`config.mk`:
```
export PLATFORM = sky130hd
export DESIGN_NAME = k_fifo_ctrl_t1
export DESIGN_NICKNAME = d
export VERILOG_FILES = /design/src/rtl/k_fifo_pkg.sv /design/src/rtl/k_fifo_ptr_t1.sv /design/src/rtl/k_fifo_ctrl_t1.sv
export SDC_FILE = /design/constraint.sdc
export NUM_CORES = 1
export LEC_CHECK = 0
export BUFFER_PORTS_ARGS = -buffer_cell sky130_fd_sc_hd__buf_2
export CORE_AREA = 2 2 39 41
export DETAILED_ROUTE_END_ITERATION = 6
export DIE_AREA = 0 0 41 43
export GPL_TIMING_DRIVEN = 0
export PLACE_DENSITY = 0.52
export REMOVE_ABC_BUFFERS = 1
export SLEW_MARGIN = 0
export SYNTH_ARGS = -nofsm -noshare
export SYNTH_HDL_FRONTEND = slang
export SYNTH_SLANG_ARGS = --single-unit
```
`constraint.sdc`:
```
create_clock -name clk -period 4.05 [get_ports clk]
set_clock_uncertainty 0.2 [all_clocks]
set_input_delay 0.81 -clock clk [delete_from_list [all_inputs] [get_ports clk]]
set_output_delay 0.81 -clock clk [all_outputs]
set_load 0.01 [all_outputs]
```
`src/rtl/k_fifo_pkg.sv`:
```
// Shared sizing helpers for the k_fifo controller family.
// Depth and pointer width are both derived from the RAM address width.
package k_fifo_pkg;

  function automatic int fifo_depth(input int aw);
    return 1 << aw;
  endfunction

  // One extra MSB lets a pointer distinguish full from empty.
  function automatic int ptr_width(input int aw);
    return aw + 1;
  endfunction

endpackage

```
`src/rtl/k_fifo_ptr_t1.sv`:
```
// FIFO pointer: a free-running counter with one wrap bit above the RAM address.
// It advances by one on each enabled edge and is cleared by rst.
module k_fifo_ptr_t1
  import k_fifo_pkg::*;
#(
  parameter int addr_size = 1
) (
  input  logic                 clk,
  input  logic                 rst,
  input  logic                 en,
  output logic [addr_size:0]   ptr
);

  localparam int PW = ptr_width(addr_size);

  logic [PW-1:0] ptr_p1;

  // The increment wraps modulo 2^PW through the MSB.
  always_ff @(posedge clk) begin
    if (rst) begin
      ptr_p1 <= '0;
    end else if (en) begin
      ptr_p1 <= ptr_p1 + 1'b1;
    end
  end

  assign ptr = ptr_p1;

endmodule

```
`src/rtl/k_fifo_ctrl_t1.sv`:
```
// Synchronous FIFO controller for a show-ahead dual-port RAM: addresses, write
// enable, occupancy count, registered full/empty/almost flags, sticky error flags.
module k_fifo_ctrl_t1
  import k_fifo_pkg::*;
#(
  parameter int addr_size = 1,
  parameter int af_level  = 1,
  parameter int ae_level  = 0
) (
  input  logic                   clk,
  input  logic                   rst,
  input  logic                   push,
  input  logic                   pop,
  input  logic                   clr_err,
  output logic                   wen,
  output logic [addr_size-1:0]   waddr,
  output logic [addr_size-1:0]   raddr,
  output logic                   full,
  output logic                   empty,
  output logic                   almost_full,
  output logic                   almost_empty,
  output logic [addr_size:0]     count,
  output logic                   overflow,
  output logic                   underflow
);

  localparam int CW    = ptr_width(addr_size);
  localparam int DEPTH = fifo_depth(addr_size);

  logic [CW-1:0] wptr;
  logic [CW-1:0] rptr;
  logic [CW-1:0] count_p1;
  logic [CW-1:0] count_nxt;
  logic [CW-1:0] count_in;
  logic          do_push;
  logic          do_pop;
  logic          ovf_set;
  logic          unf_set;

  // Flag helpers evaluated on the occupancy that will be registered.
  function automatic logic is_full(input logic [CW-1:0] c);
    return 32'(c) == DEPTH;
  endfunction

  function automatic logic is_af(input logic [CW-1:0] c);
    return 32'(c) >= af_level;
  endfunction

  function automatic logic is_ae(input logic [CW-1:0] c);
    return 32'(c) <= ae_level;
  endfunction

  // A push into a full FIFO is accepted only when a pop frees the head slot.
  always_comb begin
    do_push = push & (~full | pop);
    do_pop  = pop & ~empty;
    ovf_set = push & ~do_push;
    unf_set = pop & empty;
  end

  assign wen = do_push & ~rst;

  k_fifo_ptr_t1 #(.addr_size(addr_size)) u_wptr (
    .clk (clk),
    .rst (rst),
    .en  (do_push),
    .ptr (wptr)
  );

  k_fifo_ptr_t1 #(.addr_size(addr_size)) u_rptr (
    .clk (clk),
    .rst (rst),
    .en  (do_pop),
    .ptr (rptr)
  );

  assign waddr = wptr[addr_size-1:0];
  assign raddr = rptr[addr_size-1:0];

  always_comb begin
    count_nxt = count_p1;
    case ({do_push, do_pop})
      2'b10:   count_nxt = count_p1 + 1'b1;
      2'b01:   count_nxt = count_p1 - 1'b1;
      default: count_nxt = count_p1;
    endcase
    count_in = rst ? '0 : count_nxt;
  end

  // Routing reset through count_in gives the flags their reset values for free,
  // including almost_full when af_level is zero.
  always_ff @(posedge clk) begin
    count_p1     <= count_in;
    full         <= is_full(count_in);
    empty        <= (count_in == '0);
    almost_full  <= is_af(count_in);
    almost_empty <= is_ae(count_in);
  end

  // Error flags: a new error in the same cycle as clr_err keeps the flag set.
  always_ff @(posedge clk) begin
    if (rst) begin
      overflow  <= 1'b0;
      underflow <= 1'b0;
    end else begin
      overflow  <= ovf_set | (overflow  & ~clr_err);
      underflow <= unf_set | (underflow & ~clr_err);
    end
  end

  assign count = count_p1;

endmodule
```
# == Yosys cells after proc, flatten, opt, wreduce, memory -nomap -nowiden ==
# Cells that the tools add are included.
# classes
n_lt_le_gt_ge,2
addsub,4
n_eq_ne,3
reduce_logical,1
bitwise,15
mux,2
# op_table
op,count
$and 1x1->1,7
$add 2x1->2 const B,3
$not 1->1,5
$eq 2x2->1 const B,2
$pmux 2 s2,1
$or 1x1->1,3
$eq 2x1->1 const B,1
$ge 2x1->1 const B,1
$le 2x1->1 const B,1
$logic_not 2->1,1
$mux 2,1
$sub 2x1->2 const B,1
# word_totals
output_inout_bits,11
regBits,12

# == Depth between registers and ports, before layout ==
# logic_depth
ltp_word,7
depth_mapped,6
ltp_nobuf,6

# == By module ==
# Synthesis repeated with hierarchy kept, for this count alone.
# hier_totals
hier_cells,49
area_unflattened_um2,465.4
# modules_own_cells
mod,n_inst,area_per_inst_um2,cells_each,seq_area_each_um2
k_fifo_ctrl_t1,1,307.8,35,140.1
k_fifo_ptr_t1,2,78.8,7,40.0

# == Worst setup path after synthesis ==
# Ideal clock, no wire load.
# synth_path
path_kind,input port to flip-flop
startpoint,in pop
endpoint,reg almost_empty
t_arrival_ps,1926
path_stages,6
path_slack_ps,1797
path_cell_list,nor2b_1 > nand2b_1 > ha_1 > nor2b_1 > nor2b_1 > or3_1
# synth_between
elab_chain_cells,6
# synth_rtl
element,line_no,text
"start, declared",k_fifo_ctrl_t1.sv:13,"input logic pop,"
$or 1x1->1,k_fifo_ctrl_t1.sv:55,do_push = push & (~full | pop);
$and 1x1->1,k_fifo_ctrl_t1.sv:55,
$eq 2x1->1 / $eq 2x2->1 (equally long branches),k_fifo_ctrl_t1.sv:82,"case ({do_push, do_pop})"
$pmux 2 s2 *,k_fifo_ctrl_t1.sv:82,
$mux 2 *,k_fifo_ctrl_t1.sv:87,count_in = rst ? '0 : count_nxt;
$le 2x1->1 *,k_fifo_ctrl_t1.sv:50,return 32'(c) <= ae_level;
"end signal, assigned",k_fifo_ctrl_t1.sv:97,almost_empty <= is_ae(count_in);
"end, declared",k_fifo_ctrl_t1.sv:21,"output logic almost_empty,"
# Mark *: on every way between the ends. The rest lies on a longest branch, timed or not.
# A chain may end at the register's enable or synchronous reset.

# == Worst setup path in the final report ==
# layout_path
startpoint,in pop
endpoint,out wen
# layout_between
elab_chain_cells,3
# layout_rtl
element,line_no,text
$or 1x1->1,k_fifo_ctrl_t1.sv:55,
$and 1x1->1,k_fifo_ctrl_t1.sv:55,
$and 1x1->1,k_fifo_ctrl_t1.sv:61,assign wen = do_push & ~rst;
"end, declared",k_fifo_ctrl_t1.sv:15,"output logic wen,"
# No other way between the ends.

==> impl_metrics.prom <==
# TYPE chip_impl_metric gauge
chip_impl_metric{name="synth_largest_type_area_fraction",unit="%"} 48.0
chip_impl_metric{name="r2r_cells",unit=""} 6
chip_impl_metric{name="numPortBuffers",unit=""} 15
chip_impl_info{name="worst_r2r_startpoint",value="full"} 1
chip_impl_info{name="worstSetupPathType",value="in -> out"} 1
chip_impl_metric{name="fp.dieArea",unit="mm²"} 0.00176
chip_impl_info{name="path_cells",value="buf_2 > nor2b_1 > nand2b_1 > nor2_1 > buf_2"} 1
chip_impl_metric{name="fin_crit_sh",unit="%"} 60.9
chip_impl_metric{name="crit_path_max_fanout",unit=""} 4
chip_impl_metric{name="number_of_antenna_violations_at_the_first_check_in_global_routing",unit=""} 0
chip_impl_metric{name="diodes",unit=""} 0
chip_impl_metric{name="fmax",unit="GHz"} 0.406
chip_impl_metric{name="worst_path_required_time",unit="ns"} 3.04
chip_impl_info{name="crit_family",value="simple AND/OR/NAND/NOR gates"} 1
chip_impl_metric{name="layout-area-overhead-vs-synth",unit="%"} 29.3
chip_impl_metric{name="fillerInstances",unit=""} 150
chip_impl_info{name="r2r-end",value="almost_empty"} 1
chip_impl_metric{name="final-hold-violation-count",unit=""} 0
chip_impl_metric{name="worstPathBufferInverterCount",unit=""} 2
chip_impl_info{name="worst_setup_path_endpoint",value="wen"} 1
chip_impl_metric{name="post_cts_resized",unit=""} 0
chip_impl_metric{name="synth_sequential_area_ratio",unit="%"} 48.0
chip_impl_metric{name="final_layout_size_suffix_gt1_share",unit="%"} 30.5
chip_impl_metric{name="core",unit="mm²"} 0.00138
chip_impl_metric{name="wl_per_cell",unit="µm"} 9.31
chip_impl_metric{name="critical_path_arrival",unit="ns"} 1.46
chip_impl_info{name="crit_path_top_delay_cell",value="sky130_fd_sc_hd__nor2b_1"} 1
chip_impl_metric{name="floorplan.die.height",unit="µm"} 43
chip_impl_metric{name="finalCoreUtilization",unit="%"} 35.1
chip_impl_metric{name="row_count",unit=""} 14
chip_impl_info{name="crit_path_start_kind",value="input pin"} 1
chip_impl_metric{name="pin_count",unit=""} 16
chip_impl_metric{name="gp_routability_congestion",unit=""} 0.712
chip_impl_info{name="crit_top_cell",value="sky130_fd_sc_hd__buf_2"} 1
chip_impl_metric{name="initial_core_util",unit="%"} 27.1
chip_impl_metric{name="ys_ff_latch",unit=""} 9
chip_impl_metric{name="holdBufCountCts",unit=""} 0
chip_impl_metric{name="timing_max_transition_violations_final",unit=""} 0
chip_impl_info{name="synth_top_area_cell",value="sky130_fd_sc_hd__dfxtp_1"} 1
chip_impl_info{name="ctsRootBufferMaster",value="sky130_fd_sc_hd__clkbuf_4"} 1
chip_impl_metric{name="power.density",unit="mW/mm²"} 468
chip_impl_metric{name="setup_viol",unit=""} 0
chip_impl_metric{name="detail_route.first_pass.iterations",unit=""} 2
chip_impl_metric{name="yosys.cell_types.count",unit=""} 15
chip_impl_metric{name="cts_setup_buffers",unit=""} 0
chip_impl_metric{name="grt_pass1_vias",unit=""} 281
chip_impl_metric{name="post_synth.cell_area_avg",unit="µm²"} 8.94
chip_impl_metric{name="num_vias",unit=""} 326
chip_impl_metric{name="cts-htree-levels",unit=""} 1
chip_impl_info{name="cts_tree",value="yes"} 1
chip_impl_metric{name="setup-tns-final",unit="ns"} 0
chip_impl_metric{name="post-route-min-period",unit="ns"} 2.47
chip_impl_info{name="min-delay-path-class",value="reg -> reg"} 1
chip_impl_info{name="critPathCaptureType",value="output port"} 1
chip_impl_metric{name="placement.cell_area",unit="µm²"} 459
chip_impl_metric{name="grt-ovfl-total",unit=""} 0
chip_impl_metric{name="synth.cell_area",unit="µm²"} 375
chip_impl_metric{name="static-leakage-power",unit="nW"} 0.222
chip_impl_metric{name="cts_buffers",unit=""} 3
chip_impl_metric{name="depth_of_the_worst_hold_timing_path",unit=""} 2
chip_impl_metric{name="finalHoldWorstSlack",unit="ns"} 0.271
chip_impl_metric{name="drt_wl_total",unit="µm"} 698
chip_impl_metric{name="synth.yosys.warnings",unit=""} 0
chip_impl_metric{name="timing.slew.headroom",unit="%"} 85.6
chip_impl_metric{name="drt-vias-per-instance",unit=""} 4.35
chip_impl_metric{name="maximum_buffer_depth_of_the_clock_tree",unit=""} 2
chip_impl_metric{name="maximum_number_of_pins_on_one_net_before_global_route_repair",unit=""} 11
chip_impl_info{name="outcome",value="finished clean"} 1
chip_impl_info{name="worstSetupStartpoint",value="pop"} 1
chip_impl_metric{name="timing.critical_path.slowest_cell_delay",unit="ns"} 0.20
chip_impl_metric{name="cts.reportedPaths.clkPinSlew",unit="ns"} 0.06
chip_impl_metric{name="cts_num_sinks",unit=""} 9
chip_impl_metric{name="route.antenna.remaining_nets",unit=""} 0
chip_impl_metric{name="post_synth_inst_count",unit=""} 42
chip_impl_metric{name="detailed_place_hpwl",unit="µm"} 538
chip_impl_metric{name="r2r_slack",unit="ns"} 2.16
chip_impl_metric{name="cp.depth",unit=""} 5
chip_impl_metric{name="final_net_count",unit=""} 66
chip_impl_metric{name="grt_first_pass_wirelength",unit="µm"} 1050
chip_impl_metric{name="die_w",unit="µm"} 41
chip_impl_metric{name="max_slew.worst_pin.slew",unit="ns"} 0.216
chip_impl_metric{name="vdd_drop_max",unit="µV"} 110
chip_impl_metric{name="layout.cell_area.non_filler",unit="µm²"} 485
chip_impl_info{name="rsz_0062_raised_after_global_routing",value="false"} 1
chip_impl_metric{name="drc_errors",unit=""} 0
chip_impl_info{name="synth_top_cells_by_area",value="sky130_fd_sc_hd__dfxtp_1, sky130_fd_sc_hd__nor2b_1, sky130_fd_sc_hd__xnor2_1"} 1
chip_impl_metric{name="drt-initial-drc-count",unit=""} 7
chip_impl_metric{name="maxCapViolations",unit=""} 0
chip_impl_metric{name="worstSkewPairLatency",unit="ns"} 0.26
chip_impl_metric{name="track_usage",unit="%"} 9.06
[worst reg2reg max path, cell delays in order, from the launching register on]
cell and delay [ns]:
sky130_fd_sc_hd__dfxtp_1 0.31, sky130_fd_sc_hd__nor2b_1 0.22, sky130_fd_sc_hd__nand2b_1 0.16, sky130_fd_sc_hd__ha_1 0.26, sky130_fd_sc_hd__nor2b_1 0.17, sky130_fd_sc_hd__nor2b_1 0.14, sky130_fd_sc_hd__or3_1 0.30
[cell usage in the layout, fill, tap and decap left out]
cell                       count
sky130_fd_sc_hd__a21oi_1       4
sky130_fd_sc_hd__a22oi_1       1
sky130_fd_sc_hd__buf_2        15
sky130_fd_sc_hd__clkbuf_1      1
sky130_fd_sc_hd__clkbuf_4      3
sky130_fd_sc_hd__dfxtp_1       9
sky130_fd_sc_hd__ha_1          1
sky130_fd_sc_hd__inv_1         1
sky130_fd_sc_hd__nand2_1       1
sky130_fd_sc_hd__nand2b_1      2
sky130_fd_sc_hd__nor2_1        4
sky130_fd_sc_hd__nor2b_1       7
sky130_fd_sc_hd__nor3_1        2
sky130_fd_sc_hd__o21ai_0       2
sky130_fd_sc_hd__or3_1         3
sky130_fd_sc_hd__xnor2_1       3
[per-layer routing]
metal	part of all wire, %	global-route usage [%]	wire, µm
met1	48	9.74	332
met2	43	13.1	297
met3	8.6	3.14	60
met4	1.1	8.00	8
met5	0	0	0
[worst min-delay path by stage]
stage / to / start
global route: underflow / almost_empty
detailed placement: underflow / underflow
floorplan: underflow / underflow
CTS: underflow / underflow
global placement: underflow / underflow
finish: underflow / underflow
[layout make-up]
cell class | count | area [µm²] | share of cell area, %
flip-flops and latches | 9 | 180 | 37.1
multi-input cells | 30 | 180 | 37.1
repair buffers | 15 | 75.1 | 15.5
clock buffers | 4 | 26.3 | 5.41
well taps | 16 | 20.0 | 4.12
inverters | 1 | 3.75 | 0.773
[stage by stage]
stage	cells	setup WS, ns	total power (W)
2_1_floorplan	40	1.80	0.000142
5_1_grt	75	1.52	0.000246
4_1_cts	75	1.57	0.000232
3_3_place_gp	71	1.58	0.000161
6_report	75	1.58	0.000227
3_5_place_dp	71	1.56	0.000162
[Yosys cell counts]
cell type and number:
sky130_fd_sc_hd__o21ai_0 2, sky130_fd_sc_hd__inv_1 1, sky130_fd_sc_hd__xnor2_1 3, sky130_fd_sc_hd__dfxtp_1 9, sky130_fd_sc_hd__nor2b_1 7, sky130_fd_sc_hd__nor2_1 4
sky130_fd_sc_hd__a22oi_1 1, sky130_fd_sc_hd__ha_1 1, sky130_fd_sc_hd__buf_4 1, sky130_fd_sc_hd__a21oi_1 4, sky130_fd_sc_hd__or3_1 3, sky130_fd_sc_hd__nand2_1 1
sky130_fd_sc_hd__nand2b_1 2, sky130_fd_sc_hd__clkbuf_1 1, sky130_fd_sc_hd__nor3_1 2
[state kept, by name (all words and copies together) (netlist names)]
name and count:
almost_empty 1, u_rptr.ptr 1, underflow 1, full 1, almost_full 1, overflow 1, count 2, u_wptr.ptr 1
[power by group]
group | internal, W | total (W) | switching, W
Clock | 0.0000379 | 0.0000681 | 0.0000302
Combinational | 0.0000255 | 0.0000522 | 0.0000267
Sequential | 0.0000996 | 0.000107 | 0.00000748
Total | 0.000163 | 0.000227 | 0.0000644
[cells by family (layout without fill, tap and decap cells)]
logic type	Yosys count	count (layout)	synth area share, %
AO/OA/AOI/OAI	7	7	10.0
buffers and inverters	3	20	4.00
XOR/XNOR	3	3	7.00
flip-flops	9	9	48.0
AND/OR/NAND/NOR	19	19	27.7
adder cells (fa/ha/maj)	1	1	3.33
Power figures use the tool's default switching activity.
